<file path="src/rtl/fft_pkg.sv">
// rtl/fft_pkg.sv - shared state type and size helpers for the SDF FFT controller
//
// Contents:
//   fft_state_e : controller state (IDLE / RUN / FLUSH)
//   fft_n       : FFT size N from log2(N)
//   fft_lat     : advances from an input sample to its output (N-1 SDF delay + pipe regs)
//   sat_inc     : saturating increment shared by the fill and drain counters
package fft_pkg;

  typedef enum logic [1:0] {
    ST_IDLE  = 2'd0,
    ST_RUN   = 2'd1,
    ST_FLUSH = 2'd2
  } fft_state_e;

  function automatic int fft_n(input int log2n);
    return 1 << log2n;
  endfunction

  function automatic int fft_lat(input int log2n, input int pipe_lat);
    return fft_n(log2n) - 1 + pipe_lat;
  endfunction

  function automatic int sat_inc(input int v, input int lim);
    return (v >= lim) ? lim : v + 1;
  endfunction

endpackage

</file>
<file path="src/rtl/fft_ctrl.sv">
// rtl/fft_ctrl.sv - frame/flush controller for a radix-2^2 SDF FFT datapath
//
// Optional feature macro: FFT_CTRL_AUTOFLUSH_EN (auto-drain when the input goes
// idle right after a frame's last sample).
//
// Ports:
//   aclk, areset_n       : clock (rising edge), asynchronous active-low reset
//   s_valid, s_last      : input sample handshake, last sample of a frame
//   s_ready              : high in IDLE/RUN, low while draining
//   flush_req            : pulse; drain the pipeline after the current frame
//   dp_en                : datapath advance strobe (every SDF stage shifts)
//   dp_cnt               : sample index for BF2I/BF2II selects and twiddle address
//   dp_flush             : datapath inputs forced to zero (drain in progress)
//   m_valid, m_last      : output sample valid, last sample of an output frame
//   m_idx                : output index (bit-reversed order position)
//   frame_err            : one-cycle pulse on s_last / dp_cnt misalignment
module fft_ctrl
  import fft_pkg::*;
#(
  parameter int LOG2N    = 6,
  parameter int PIPE_LAT = 2
) (
  input  logic             aclk,
  input  logic             areset_n,
  input  logic             s_valid,
  input  logic             s_last,
  output logic             s_ready,
  input  logic             flush_req,
  output logic             dp_en,
  output logic [LOG2N-1:0] dp_cnt,
  output logic             dp_flush,
  output logic             m_valid,
  output logic             m_last,
  output logic [LOG2N-1:0] m_idx,
  output logic             frame_err
);

  localparam int N      = fft_n(LOG2N);
  localparam int LAT    = fft_lat(LOG2N, PIPE_LAT);
  localparam int FILL_W = $clog2(LAT + 1);

  localparam logic [FILL_W-1:0] LAT_F     = FILL_W'(LAT);
  localparam logic [FILL_W-1:0] DRAIN_END = FILL_W'(LAT - 1);
  localparam logic [LOG2N-1:0]  CNT_TOP   = LOG2N'(N - 1);

  fft_state_e        state_q, state_d;
  logic [LOG2N-1:0]  cnt_q, cnt_d;
  logic [FILL_W-1:0] fill_q, fill_d;
  logic [FILL_W-1:0] drain_q, drain_d;
  logic              pend_q, pend_d;
  logic              m_valid_q, m_valid_d;
  logic [LOG2N-1:0]  m_idx_q, m_idx_d;
  logic              ferr_q, ferr_d;

  logic              accept;
  logic              misalign;
  logic              pend_set;

`ifdef FFT_CTRL_AUTOFLUSH_EN
  logic              last_acc_q, last_acc_d;
`endif

  always_comb begin
    state_d   = state_q;
    cnt_d     = cnt_q;
    fill_d    = fill_q;
    drain_d   = '0;
    pend_d    = 1'b0;
    m_valid_d = 1'b0;
    m_idx_d   = m_idx_q;
    ferr_d    = 1'b0;
    s_ready   = 1'b1;
    dp_en     = 1'b0;
    dp_flush  = 1'b0;
    accept    = 1'b0;
    misalign  = 1'b0;
    pend_set  = 1'b0;

    if (state_q == ST_FLUSH) begin
      // Draining: push zeros through every cycle, refuse new samples.
      s_ready  = 1'b0;
      dp_en    = 1'b1;
      dp_flush = 1'b1;
    end else begin
      accept = s_valid;
      dp_en  = s_valid;
    end

    // s_last must coincide exactly with the final index of a frame.
    misalign = accept && (s_last != (cnt_q == CNT_TOP));

    if (dp_en) begin
      cnt_d  = misalign ? '0 : cnt_q + LOG2N'(1);
      fill_d = FILL_W'(sat_inc(int'(fill_q), LAT));
    end

    // Only meaningful in RUN; IDLE and FLUSH never consult it.
    pend_set = pend_q || flush_req;
`ifdef FFT_CTRL_AUTOFLUSH_EN
    pend_set = pend_set || (last_acc_q && !s_valid);
`endif

    unique case (state_q)
      ST_IDLE: begin
        if (accept) state_d = ST_RUN;
      end
      ST_RUN: begin
        // Look at the post-advance index so a flush requested with the last
        // sample enters FLUSH on the very next cycle.
        if (pend_set && (cnt_d == '0)) state_d = ST_FLUSH;
        else                           pend_d  = pend_set;
      end
      ST_FLUSH: begin
        drain_d = FILL_W'(sat_inc(int'(drain_q), LAT));
        if (drain_q == DRAIN_END) begin
          // Pipeline is empty again: restart fill and frame position.
          state_d = ST_IDLE;
          fill_d  = '0;
          cnt_d   = '0;
        end
      end
      default: state_d = ST_IDLE;
    endcase

    m_valid_d = dp_en && (fill_q == LAT_F);
    if (m_valid_q) m_idx_d = m_idx_q + LOG2N'(1);
    ferr_d = misalign;
  end

  always_ff @(posedge aclk or negedge areset_n) begin
    if (!areset_n) begin
      state_q   <= ST_IDLE;
      cnt_q     <= '0;
      fill_q    <= '0;
      drain_q   <= '0;
      pend_q    <= 1'b0;
      m_valid_q <= 1'b0;
      m_idx_q   <= '0;
      ferr_q    <= 1'b0;
    end else begin
      state_q   <= state_d;
      cnt_q     <= cnt_d;
      fill_q    <= fill_d;
      drain_q   <= drain_d;
      pend_q    <= pend_d;
      m_valid_q <= m_valid_d;
      m_idx_q   <= m_idx_d;
      ferr_q    <= ferr_d;
    end
  end

`ifdef FFT_CTRL_AUTOFLUSH_EN
  assign last_acc_d = accept && s_last;

  always_ff @(posedge aclk or negedge areset_n) begin
    if (!areset_n) last_acc_q <= 1'b0;
    else           last_acc_q <= last_acc_d;
  end
`endif

  assign dp_cnt    = cnt_q;
  assign m_valid   = m_valid_q;
  assign m_idx     = m_idx_q;
  assign m_last    = m_valid_q && (m_idx_q == CNT_TOP);
  assign frame_err = ferr_q;

endmodule

</file>
<file path="config.mk">
export PLATFORM = sky130hd
export DESIGN_NAME = fft_ctrl
export DESIGN_NICKNAME = d
export VERILOG_FILES = /design/src/rtl/fft_pkg.sv /design/src/rtl/fft_ctrl.sv
export SDC_FILE = /design/constraint.sdc
export NUM_CORES = 1
export LEC_CHECK = 0
export CAP_MARGIN = 0
export CELL_PAD_IN_SITES_DETAIL_PLACEMENT = 2
export CELL_PAD_IN_SITES_GLOBAL_PLACEMENT = 2
export CORE_MARGIN = 2
export CORE_UTILIZATION = 36
export DETAILED_ROUTE_END_ITERATION = 16
export MAX_ROUTING_LAYER = met4
export PLACE_DENSITY = 0.82
export SYNTH_ARGS = -nofsm -noshare
export SYNTH_HDL_FRONTEND = slang
export SYNTH_SLANG_ARGS = --single-unit
</file>
<file path="constraint.sdc">
create_clock -name aclk -period 4.8 [get_ports aclk]
set_input_delay 1.44 -clock aclk [delete_from_list [all_inputs] [get_ports aclk]]
set_output_delay 1.44 -clock aclk [all_outputs]
set_load 0.01 [all_outputs]
</file>
==> impl_metrics.json, run 1 <==
{
  "multi_input_area_um2": 726,
  "mostFrequentLayoutCell": "dfrtp_1",
  "ys_seq_elements": 31,
  "min_period_ns": 4.31,
  "syn_avg_cell_area_um2": 10.0,
  "gp_congestion": 0.746,
  "cp.required_ns": 3.36,
  "placeableCoreArea_um2": 4090,
  "endpoint_kind": "output port",
  "grt_pass1_vias": 1490,
  "syn-num-nets": 167,
  "skew_ns": 0.00420,
  "antenna_found_initial": 0,
  "power.density_nw_per_um2": 463,
  "hold_class": "reg2reg",
  "drv_cap": 0,
  "crit_fanout": 7,
  "first_pass_iters": 4,
  "layout_common_cells": "31 x dfrtp_1, 24 x nor2_1, 22 x clkdlybuf4s50_1, 17 x nand2_1, 10 x xor2_1",
  "maxSlewViolCount": 0,
  "power.total_uw": 881,
  "cts_max_level": 2,
  "ctsLongestPathBuffers": 2,
  "crit-reg2reg-launch": "dp_cnt[0]",
  "drive_gt1_frac": 0.0710,
  "grt_max_degree": 32,
  "vias_per_cell": 5.42,
  "maxSlewHeadroom": 0.640,
  "hold_depth": 1,
  "setup_tns_ns": 0,
  "io_buffer_count": 22,
  "fill_cells": 450,
  "grt_usage": 0.201,
  "num_rows": 23,
  "cts_tree": "yes",
  "cts_setup_buffers": 0,
  "cts.sinks": 31,
  "postCtsHoldBufs": 0,
  "worstMarginPinSlew_ns": 0.537,
  "wirelength_um": 4140,
  "startpoint_type": "primary input",
  "pin_count": 23,
  "vias": 1263,
  "status": "completed",
  "seq_area_um2": 776,
  "drt_iter0_markers": 29,
  "overflow": 0,
  "synth_cell_type_count": 35,
  "grt_setup_unrepaired": "no",
  "die_area_um2": 4850,
  "finalHoldViolations": 0,
  "dp_hpwl_um": 3010,
  "cts_buffers": 5,
  "cts_resized": 0,
  "ant_nets": 0,
  "max_freq_mhz": 232,
  "area_growth_pct": 22.8,
  "hold_start": "m_idx[5]",
  "synthFlopType": "dfrtp_1",
  "grt_pass1_wl_um": 7400,
  "synth_warnings": 0,
  "dieHeight_um": 69.6,
  "drc_errors": 0,
  "place_area_um2": 1830,
  "p_leak_nw": 0.846,
  "crit_arrival_ns": 2.87,
  "reg2regPathDepth": 7,
  "final_area_um2": 1900,
  "synth_area_leaders": "dfrtp_1 50%, nor2_1 5.8%, ha_1 5.6%, xor2_1 5.6%, nand2_1 4.1%",
  "async_flop_share": 1.00,
  "ys_seq_area_frac": 0.500,
  "synth_top_cell_by_area": "dfrtp_1",
  "startpoint": "s_valid",
  "synth_top_area_share": 0.500,
  "fin_crit_sh": 0.898,
  "initial_core_util": 0.379,
  "worstSetupPathType": "in2out",
  "synthCells": 155,
  "fin_nets": 196,
  "clkLatencyLatePin_ns": 0.28,
  "synth_edf_count": 0,
  "clk_pin_slew_worst_paths_ns": 0.06,
  "die_w_um": 69.6,
  "root_buffer": "clkbuf_8",
  "antennaDiodeCount": 0,
  "synth.cell_area_um2": 1550,
  "wl_per_cell_um": 17.8,
  "ir_drop_v": 0.000263,
  "setup_viol": 0
}
==> power by group <==
part / internal (mW) / total, mW / switching, mW / leakage, nW
clock network: 0.0964 / 0.187 / 0.0910 / 0.0371
registers: 0.318 / 0.401 / 0.0831 / 0.412
logic: 0.132 / 0.293 / 0.161 / 0.397
total: 0.546 / 0.881 / 0.335 / 0.846
==> final cells by class <==
type                       count  share of cell area
inverter                       8              0.0171
clock buffer                   6              0.0381
tap                           50              0.0329
timing repair buffer          24               0.124
multi-input combinational    114               0.381
sequential                    31               0.407
==> sequential cells by signal, indices dropped and copies added, names as in the netlist <==
signal     count
pend_q         1
dp_cnt         6
fill_q         7
m_idx          6
drain_q        7
frame_err      1
state_q        2
m_valid        1
==> synth_stat cells (2+ instances only) <==
library cell,number
a211oi_1,2
a21oi_1,4
and3_1,2
dfrtp_1,31
ha_1,7
inv_1,7
nand2_1,17
nand2b_1,2
nand3_1,3
nand4_1,7
nor2_1,24
nor2b_1,2
nor3_1,3
o21ai_0,7
or3_1,2
xnor2_1,7
xor2_1,10
==> final timing paths <==
check                                  end  slack [ns]
min in group asynchronous       drain_q[3]        1.56
max in group asynchronous       drain_q[6]        2.95
worst min-delay path              m_idx[5]        0.50
worst min register to register    m_idx[5]        0.50
worst max-delay path                 dp_en        0.49
worst max register to register  state_q[0]        2.68
==> cell families after synthesis <==
group | after synthesis | share of synthesized area
buf+inv | 10 | 0.0315
simple gates | 66 | 0.200
compound gates | 22 | 0.102
xor+xnor | 17 | 0.0960
mux | 2 | 0.0137
fa+ha+maj | 7 | 0.0565
flops | 31 | 0.500
==> per-stage QoR <==
stage,std cells,worst slack (ns),hold slack (ns),util
after floorplan,155,1.56,0.449,-
after global placement,227,0.529,0.459,0.448
after detailed placement,227,0.521,0.490,0.448
after CTS,233,0.489,0.499,0.466
after global routing,233,0.448,0.536,0.466
final,233,0.488,0.496,0.466
==> metal layers <==
metal,GRT usage,routed length (um),up-vias,part of all wire
met5,-,0,-,0
met4,0.100,99,0,0.024
met3,0.0363,133,11,0.032
met2,0.358,2240,27,0.54
met1,0.214,1660,641,0.40
li1,-,-,584,-
==> critical path, stage by stage <==
cell,delay [ns]
clkdlybuf4s50_1,0.66
nand2b_1,0.21
clkdlybuf4s50_1,0.56
(Power assumes the default switching activity.)
==> inputs of run 2 (changes only) <==
Settings changed: HOLD_SLACK_MARGIN set to 0.02.
==> results of run 2 <==
Final layout, timing and power as in run 1 (identical DEF).
